**src/rtl/ann_pkg.sv**
```systemverilog
// Shared types and constants for the ANN layer engine.
// The seven-segment table is only consumed when ANN_SEVEN_SEG_EN is defined.
package ann_pkg;

    typedef enum logic [2:0] {
        IDLE,
        LOAD_IMG,
        ACCUM,
        COMPARE,
        DONE
    } state_t;

    // Accumulator must hold N_IN full-width products plus a sign bit without overflow.
    function automatic bit acc_w_ok(input int acc_w, input int data_w, input int n_in);
        return acc_w >= 2 * data_w + $clog2(n_in) + 1;
    endfunction

    // Segments {g,f,e,d,c,b,a} for hex digits, index 0 is the rightmost entry.
    localparam logic [15:0][6:0] SEG_HEX = {
        7'h71, 7'h79, 7'h5E, 7'h39, 7'h7C, 7'h77, 7'h6F, 7'h7F,
        7'h07, 7'h7D, 7'h6D, 7'h66, 7'h4F, 7'h5B, 7'h06, 7'h3F
    };

endpackage

```
**src/rtl/ann_layer_engine_mac.sv**
```systemverilog
// Signed multiply-accumulate with clear, plus bias alignment for the final score.
// The biased sum is combinational; the caller registers it on the bias transfer.
module ann_mac_unit #(
    parameter int DATA_W = 16,
    parameter int FRAC_W = 8,
    parameter int ACC_W  = 40
) (
    input  logic              clk,
    input  logic              rst,
    input  logic              clr,
    input  logic              mac_en,
    input  logic [DATA_W-1:0] pix,
    input  logic [DATA_W-1:0] coef,
    output logic [ACC_W-1:0]  biased
);

    logic signed [2*DATA_W-1:0] prod;
    logic        [ACC_W-1:0]    prod_ext;
    logic        [ACC_W-1:0]    bias_ext;
    logic        [ACC_W-1:0]    acc;

    assign prod     = $signed(pix) * $signed(coef);
    assign prod_ext = {{(ACC_W-2*DATA_W){prod[2*DATA_W-1]}}, prod};
    assign bias_ext = {{(ACC_W-DATA_W){coef[DATA_W-1]}}, coef};
    assign biased   = acc + (bias_ext << FRAC_W);

    always_ff @(posedge clk or posedge rst) begin
        if (rst)
            acc <= '0;
        else if (clr)
            acc <= '0;
        else if (mac_en)
            acc <= acc + prod_ext;
    end

endmodule

```
**src/rtl/ann_layer_engine.sv**
```systemverilog
// Fully-connected layer with running argmax: loads an image, then scores each neuron in turn.
// Optional build macro ANN_SEVEN_SEG_EN adds a registered seven-segment display of class_idx.
module ann_layer_engine
    import ann_pkg::*;
#(
    parameter int N_IN   = 64,
    parameter int N_OUT  = 16,
    parameter int DATA_W = 16,
    parameter int FRAC_W = 8,
    parameter int ACC_W  = 40
) (
    input  logic                     clk,
    input  logic                     rst,
    input  logic                     start,
    input  logic                     pix_valid,
    output logic                     pix_ready,
    input  logic [DATA_W-1:0]        pix_data,
    input  logic                     coef_valid,
    output logic                     coef_ready,
    input  logic [DATA_W-1:0]        coef_data,
    output logic                     request_coef,
    output logic [$clog2(N_OUT)-1:0] coef_select,
    output logic                     busy,
    output logic                     done,
    output logic [$clog2(N_OUT)-1:0] class_idx,
    output logic [ACC_W-1:0]         class_score
`ifdef ANN_SEVEN_SEG_EN
    ,
    output logic [7:0]               seven_seg
`endif
);

    localparam int PW = $clog2(N_IN);
    localparam int CW = $clog2(N_IN + 1);
    localparam int NW = $clog2(N_OUT);
    localparam logic [PW-1:0] PIX_LAST  = PW'(N_IN - 1);
    localparam logic [CW-1:0] COEF_LAST = CW'(N_IN);
    localparam logic [NW-1:0] N_LAST    = NW'(N_OUT - 1);

    if (!acc_w_ok(ACC_W, DATA_W, N_IN)) begin : g_acc_w_chk
        $error("ann_layer_engine: ACC_W too narrow for DATA_W and N_IN");
    end

    state_t            state, next_state;
    logic [PW-1:0]     pix_cnt;
    logic [CW-1:0]     coef_cnt;
    logic [NW-1:0]     neuron;
    logic [ACC_W-1:0]  score, best, biased;
    logic [NW-1:0]     best_idx;
    logic [DATA_W-1:0] pix_buf [N_IN];
    logic              pix_xfer, coef_xfer, is_bias, pix_last;

    assign pix_xfer    = pix_valid & pix_ready;
    assign coef_xfer   = coef_valid & coef_ready;
    assign is_bias     = (coef_cnt == COEF_LAST);
    assign pix_last    = (pix_cnt == PIX_LAST);
    assign coef_select = neuron;

    always_ff @(posedge clk or posedge rst) begin
        if (rst)
            state <= IDLE;
        else
            state <= next_state;
    end

    always_comb begin
        next_state   = state;
        pix_ready    = 1'b0;
        coef_ready   = 1'b0;
        request_coef = 1'b0;
        done         = 1'b0;
        busy         = (state != IDLE);
        case (state)
            IDLE:     if (start) next_state = LOAD_IMG;
            LOAD_IMG: begin
                pix_ready = 1'b1;
                if (pix_valid && pix_last) next_state = ACCUM;
            end
            ACCUM: begin
                coef_ready   = 1'b1;
                request_coef = 1'b1;
                if (coef_valid && is_bias) next_state = COMPARE;
            end
            COMPARE:  next_state = (neuron == N_LAST) ? DONE : ACCUM;
            DONE: begin
                done       = 1'b1;
                next_state = IDLE;
            end
            default:  next_state = IDLE;
        endcase
    end

    // Image storage carries no reset; every pass overwrites it before use.
    always_ff @(posedge clk) begin
        if (pix_xfer)
            pix_buf[pix_cnt] <= pix_data;
    end

    ann_mac_unit #(.DATA_W(DATA_W), .FRAC_W(FRAC_W), .ACC_W(ACC_W)) u_mac (
        .clk    (clk),
        .rst    (rst),
        .clr    ((state == COMPARE) || (pix_xfer && pix_last)),
        .mac_en (coef_xfer && !is_bias),
        .pix    (pix_buf[coef_cnt[PW-1:0]]),
        .coef   (coef_data),
        .biased (biased)
    );

    always_ff @(posedge clk or posedge rst) begin
        if (rst) begin
            pix_cnt     <= '0;
            coef_cnt    <= '0;
            neuron      <= '0;
            score       <= '0;
            best        <= '0;
            best_idx    <= '0;
            class_idx   <= '0;
            class_score <= '0;
        end else begin
            if (pix_xfer)
                pix_cnt <= pix_last ? '0 : pix_cnt + 1'b1;
            if (coef_xfer) begin
                coef_cnt <= is_bias ? '0 : coef_cnt + 1'b1;
                if (is_bias)
                    score <= biased;
            end
            if (state == COMPARE) begin
                // Strict compare keeps the lower index on ties.
                if (neuron == '0 || $signed(score) > $signed(best)) begin
                    best     <= score;
                    best_idx <= neuron;
                end
                if (neuron != N_LAST)
                    neuron <= neuron + 1'b1;
            end
            if (state == DONE) begin
                class_idx   <= best_idx;
                class_score <= best;
                neuron      <= '0;
            end
        end
    end

`ifdef ANN_SEVEN_SEG_EN
    logic [6:0] seg_digit;
    logic       seg_dp;

    // dp is registered from next_state so it tracks busy cycle-for-cycle.
    always_ff @(posedge clk or posedge rst) begin
        if (rst) begin
            seg_digit <= '0;
            seg_dp    <= 1'b0;
        end else begin
            seg_dp <= (next_state != IDLE);
            if (state == DONE)
                seg_digit <= SEG_HEX[4'(best_idx)];
        end
    end

    assign seven_seg = {seg_dp, seg_digit};
`endif

endmodule

```
**config.mk**
```make
export PLATFORM = sky130hd
export DESIGN_NAME = ann_layer_engine
export DESIGN_NICKNAME = d
export VERILOG_FILES = /design/src/rtl/ann_pkg.sv /design/src/rtl/ann_layer_engine_mac.sv /design/src/rtl/ann_layer_engine.sv
export SDC_FILE = /design/constraint.sdc
export NUM_CORES = 2
export LEC_CHECK = 0
export BUFFER_PORTS_ARGS = -buffer_cell sky130_fd_sc_hd__buf_2
export CORE_ASPECT_RATIO = 1.25
export CORE_MARGIN = 8
export CORE_UTILIZATION = 55
export DETAILED_ROUTE_END_ITERATION = 6
export GPL_TIMING_DRIVEN = 0
export PLACE_DENSITY = 0.71
export SETUP_SLACK_MARGIN = 0.15
export SYNTH_ARGS = -nofsm -noshare
export SYNTH_HDL_FRONTEND = slang
export SYNTH_HIERARCHICAL = 1
export SYNTH_SLANG_ARGS = --single-unit
```
**constraint.sdc**
```tcl
create_clock -name clk -period 12.2 [get_ports clk]
set_input_delay 0.61 -clock clk [delete_from_list [all_inputs] [get_ports clk]]
set_output_delay 0.61 -clock clk [all_outputs]
set_load 0.01 [all_outputs]
```
Yosys cells after proc, flatten, opt, wreduce, memory -nomap -nowiden
Memories as Yosys holds them, arrays and structs flattened.
Index checks and enable logic that the tools add are counted.
- bits in registers: 188
- bits in writable memories: 1024
- input bits: 37
- output and inout bits: 53
- logic and storage cells: 65
- memories kept: 1
- add/sub/neg operators: 5
- multiply operators: 1
- $lt $le $gt $ge: 1
- equality and inequality tests: 11
- muxes and demuxes: 17
- bitwise logic cells: 2
- reduce and logical (&&, ||, !) cells: 17
- memories (name ; words ; bits a word ; rd ports ; clocked after Yosys merged registers in ; wr ports ; RTL line ; source):
    pix_buf ; 64 ; 16 ; 1 ; 0 ; 1 ; ann_layer_engine.sv:50 ; logic [DATA_W-1:0] pix_buf [N_IN];
- operator list (cell ; count):
    $add A40 B40 Y40 ; 2
    $mux W40 ; 2
    $gt A40 B40 Y1 ; 1
    $mul A16 B16 Y32 ; 1
    $mux W3 ; 4
    $mux W4 ; 3
    $pmux W3 S4 ; 1
    $add A7 B1 Y7 const B ; 1
    $eq A7 B7 Y1 const B ; 1
    $mux W7 ; 1
    $add A6 B1 Y6 const B ; 1
    $eq A3 B2 Y1 const B ; 2
    $eq A6 B6 Y1 const B ; 1
    $mux W6 ; 1
    $ne A2 B2 Y1 const B ; 3
    $reduce_and A2 Y1 ; 3
    $reduce_bool A2 Y1 ; 3
    $mux W1 ; 5
    $add A4 B1 Y4 const B ; 1
    $eq A4 B4 Y1 const B ; 1
    $logic_and A1 B1 Y1 ; 4
    $logic_not A4 Y1 ; 1
    $ne A4 B4 Y1 const B ; 1
    $eq A3 B1 Y1 const B ; 1
    other kinds (7) ; 9

Longest topological paths before layout
- depth in word-level cells: 6
- gate-level depth with buffers: 41
- gate-level depth less buffers: 37

Cells and area by module
The synthesis kept the hierarchy.
- by module, submodules not included (module ; times used ; cells each ; area an instance (µm²)):
    ann_layer_engine ; 1 ; 2062 ; 46007.9
    ann_mac_unit ; 1 ; 1665 ; 14700.3

Worst setup path after synthesis
No wires, ideal clock.
- kind: reg2reg
- start: register coef_cnt[0]
- end: register u_mac.acc[39]
- setup time: 0.072 ns
- arrival time: 10.037 ns
- data required time: 12.128 ns
- setup slack: 2.091 ns
- stages on the path, launching flop included: 35
- period minus slack after synthesis: 10.109 ns
- path through: dfrtp_1 -> buf_2 -> buf_1 -> mux4_2 -> mux4_2 -> mux4_2 -> clkbuf_1 -> nand2_1 -> inv_1 -> fa_1 -> fa_1 -> fa_1 -> fa_1 -> fa_1 -> inv_1 -> fa_1 -> inv_1 -> ha_1 -> a21o_1 -> a21o_1 -> a31o_2 -> a21oi_1 -> o21ai_0 -> a311o_1 -> and3_1 -> nor3_2 -> ha_1 -> a21o_1 -> a21o_1 -> a21o_1 -> a21oi_1 -> a31oi_1 -> nor4b_1 -> mux2i_1 -> nand4_1
- cells in the longest elaborated chain, start to end: 5
- elaborated cells between the ends (all ways): 9
- RTL lines (what ; RTL line ; source):
    start: declaration ; ann_layer_engine.sv:46 ; logic [CW-1:0] coef_cnt;
    start signal: assignment ; ann_layer_engine.sv:123 ; coef_cnt <= is_bias ? '0 : coef_cnt + 1'b1;
    $mem_v2 Z64 W16 ; - ;
    $mul A16 B16 Y32 ; ann_layer_engine_mac.sv:22 ; assign prod = $signed(pix) * $signed(coef);
    $add A40 B40 Y40 ; ann_layer_engine_mac.sv:33 ; acc <= acc + prod_ext;
    $mux W40 ; ann_layer_engine_mac.sv:32 ; else if (mac_en)
    $mux W40 ; ann_layer_engine_mac.sv:30 ; else if (clr)
    end signal: assignment ; ann_layer_engine_mac.sv:33 ;
    end: declaration ; ann_layer_engine_mac.sv:20 ; logic [ACC_W-1:0] acc;
Parallel ways exist; a longest one is shown, timed or not. The select of a mux whose other input is x is not followed.
A chain may end at the register's enable or synchronous reset.

Worst setup path in the final report
- start: register coef_cnt[1]
- end: register u_mac.acc[38]
The elaborated chain is that of the path after synthesis.

==> impl_metrics.csv <==
group,metric,value,unit
sta,setup_violations,0,
setup_path,endpoint_kind,"register",
logic_synthesis,synth-simple-area-share,5.12,%
cts,cts-root-buf,"clkbuf_16",
setup_path,r2r_end,"u_mac/acc[38]$_DFFE_PP0P_",
logic_synthesis,ys_ff_latch,1212,
sta,fin_crit_sh,95.2,%
sta,fmax,86.1,MHz
setup_path,crit_top_cell,"fa_1",
floorplan,core,110000,sq um
route,dr.first_iter.drc_count,2771,
logic_synthesis,async_reset_ff_share,15.5,%
route,dr.pass1.iters,5,
logic_synthesis,synthCells,3727,
logic_synthesis,synthFlopType,"edfxtp_1",
finish,layout.cells.non_filler,5505,
route,wl_per_cell,26.8,um
grt,grt_pass1_wl,220,mm
setup_path,reg2regPathDepth,38,
logic_synthesis,yosys.area_share.adder,12.8,%
route,avgViaCountPerCell,6.03,
setup_path,cp_max_fo,10,
floorplan,pin_count,90,
cts,htree_levels,3,
cts,clkSlewWorstSetupHoldPaths,0.07,ns
logic_synthesis,yosysWarningCount,6,
cts,cts_tree,"yes",
setup_path,worstReg2RegStart,"coef_cnt[1]$_DFFE_PP0P_",
logic_synthesis,synthTopCellsByCount,"edfxtp_1, inv_1, mux4_2, fa_1, ha_1",
logic_synthesis,syn_area,60700,sq um
logic_synthesis,yosys.area.top_type,"edfxtp_1",
floorplan,initial_core_util,55.3,%
grt,antenna_found_initial,4,
grt,grt_max_degree,80,
cts,clock-sinks,1212,
logic_synthesis,synth_nets,4227,
setup_path,slowest_stage,"mux4_2",
placement,gp_congestion,0.916,
placement,hpwlAfterDp,103,mm
run,maxCapViolations,0,
sta,rsz0062_at_grt,"no",
grt,gr-total-overflow,0,
cts,clock_path_buffers,3,
logic_synthesis,synth-edff-count,1024,
floorplan,die-area,121000,sq um
sta,min_period,11.61,ns
power_and_ir_drop,p_per_area,266,nW/um^2
setup_path,critPathRequiredTime,12.77,ns
finish,layout-drive-gt1-share,22.4,%
route,vias,33200,
placement,dp_slack,-0.533,ns
cts,clk_latency,0.74,ns
placement,portBuffers,89,
sta,worst_slack,0.591,ns
sta,final.setup_skew,0.0372,ns
setup_path,crit_type,"reg -> reg",
logic_synthesis,synth-compound-area-share,3.43,%
sta,tightest_slew,1.43,ns
sta,relSlewSlack,4.96,%
route,drc,0,
cts,cts_hold_buffers,0,
logic_synthesis,avgSynthCellArea,16.3,sq um
placement,place_inst,5296,
sta,hold_viol,0,
logic_synthesis,muxShareOfSynthArea,15.4,%
placement,placed_area,63600,sq um
floorplan,die-height,387,um
finish,fin_nets,4459,
floorplan,rows,136,
logic_synthesis,synthTopCellsByArea,"edfxtp_1, mux4_2, fa_1",
route,route.final.wire_length,147,mm
logic_synthesis,yosysMostFrequentCell,"edfxtp_1",
setup_path,r2r_setup_slack,0.59,ns
power_and_ir_drop,vdd_drop_max,0.585,mV
logic_synthesis,synth_top_family_by_area,"multiplexers",
floorplan,die_w,313,um
grt,grt_pass1_vias,34100,
logic_synthesis,ys_seq_area_share,58.4,%
sta,hold_slack,0.0331,ns
status,outcome,"finished, final reports clean",
logic_synthesis,synthDistinctLibCells,75,
power_and_ir_drop,leakage,0.0260,uW
min_path,hp-class,"in -> async",
setup_path,start_kind,"register",
finish,fin_area,67500,sq um
route,ant_nets,0,
finish,areaGrowthSynthToFinish,11.2,%
setup_path,critPathMaxStageDelay,0.66,ns
sta,drv_slew,0,
cts,cts_made_buffers,112,
logic_synthesis,yosys.area_share.xor_xnor,1.47,%
grt,grt_use_total,24.4,%
setup_path,cp_data_arrival_time,12.18,ns
logic_synthesis,synth.top_cell.area_share,50.7,%
[critical path, delay by kind of cell, from the launching register on]
family                     cells  cell delay, ns
muxes                          3            1.65
xor gates and xnor gates       1            0.12
buffers and inverters          6            1.54
AOI/OAI and AO/OA             12            2.57
and+or+nand+nor                8            1.81
adders and majority gates      8            3.34
DFF                            1            0.35
[metal layers]
metal	vias up	GRT usage, %	share of wire [%]
li1	14300	-	-
met1	17300	29.6	36
met2	1258	42.9	53
met3	319	3.56	6.1
met4	4	11.3	5.1
met5	-	0	0.018
[layout by cell type (no fill, tap or decap), drive strengths merged, types with 47 or more instances in the layout]
cell and instances:
edfxtp 1024, inv 359, mux4 336, fa 264
clkbuf 249, ha 199, nand2 190, dfrtp 188
buf 164, nor2 161, and2 132, mux2 124
a21oi 111, xnor2 76, o21ai 57, clkinv 49
a21o 47
[power by group]
group	total, uW	switching [uW]	internal (uW)
logic	9730	5800	3930
clock network	3580	1540	2050
registers	4650	32.9	4620
[flip-flops by register name, indices dropped and copies added, names as in the netlist]
name         count
best            40
class_idx        4
pix_cnt          6
pix_buf       1024
coef_cnt         7
state            3
score           40
best_idx         4
u_mac/acc       40
class_score     40
coef_select      4
[per-stage QoR]
stage	TNS (ns)	total power (uW)	util [%]
floorplan	0	12100	-
global placement	-1.57	14000	57.4
detailed placement	-2.73	14200	58.0
CTS	0	18000	61.5
global route	0	19200	61.5
finish	0	18000	61.5
[how the worst max path moves through the flow]
stage	from	cells past startpoint	slack, ns	end
detailed placement	coef_cnt[1]$_DFFE_PP0P_	38	-0.53	u_mac/acc[36]$_DFFE_PP0P_
global route	coef_cnt[1]$_DFFE_PP0P_	37	0.18	u_mac/acc[39]$_DFFE_PP0P_
CTS	coef_cnt[1]$_DFFE_PP0P_	38	0.16	u_mac/acc[36]$_DFFE_PP0P_
global placement	coef_cnt[1]$_DFFE_PP0P_	35	-0.38	u_mac/acc[39]$_DFFE_PP0P_
finish	coef_cnt[1]$_DFFE_PP0P_	38	0.59	u_mac/acc[38]$_DFFE_PP0P_
floorplan	coef_cnt[0]$_DFFE_PP0P_	34	2.09	u_mac/acc[39]$_DFFE_PP0P_
[timing repair]
action,4_1_cts,5_1_grt
buffers inserted,0,2
gates resized for setup,21,51
setup endpoints to repair,14,11
[kinds of logic (layout without fill, tap and decap cells)]
family          count (synthesis)  count (layout)
mux                           482             482
xor+xnor                      102             102
flops                        1212            1212
other cells                     0               4
compound gates                320             320
buf+inv                       513             838
fa+ha+maj                     463             463
simple gates                  635             635
[layout make-up]
| class | instances | area (sq um) |
|---|---|---|
| fill | 7952 | 42200 |
| sequential | 1212 | 35500 |
| multi-input combinational | 2002 | 23400 |
| clock buffer | 140 | 3050 |
| tap | 1449 | 1810 |
| inverter | 358 | 1350 |
| timing repair buffer | 122 | 970 |
| buffer | 151 | 798 |
| clock inverter | 67 | 721 |
| antenna | 4 | 10.0 |
Power figures use the tool's default switching activity.
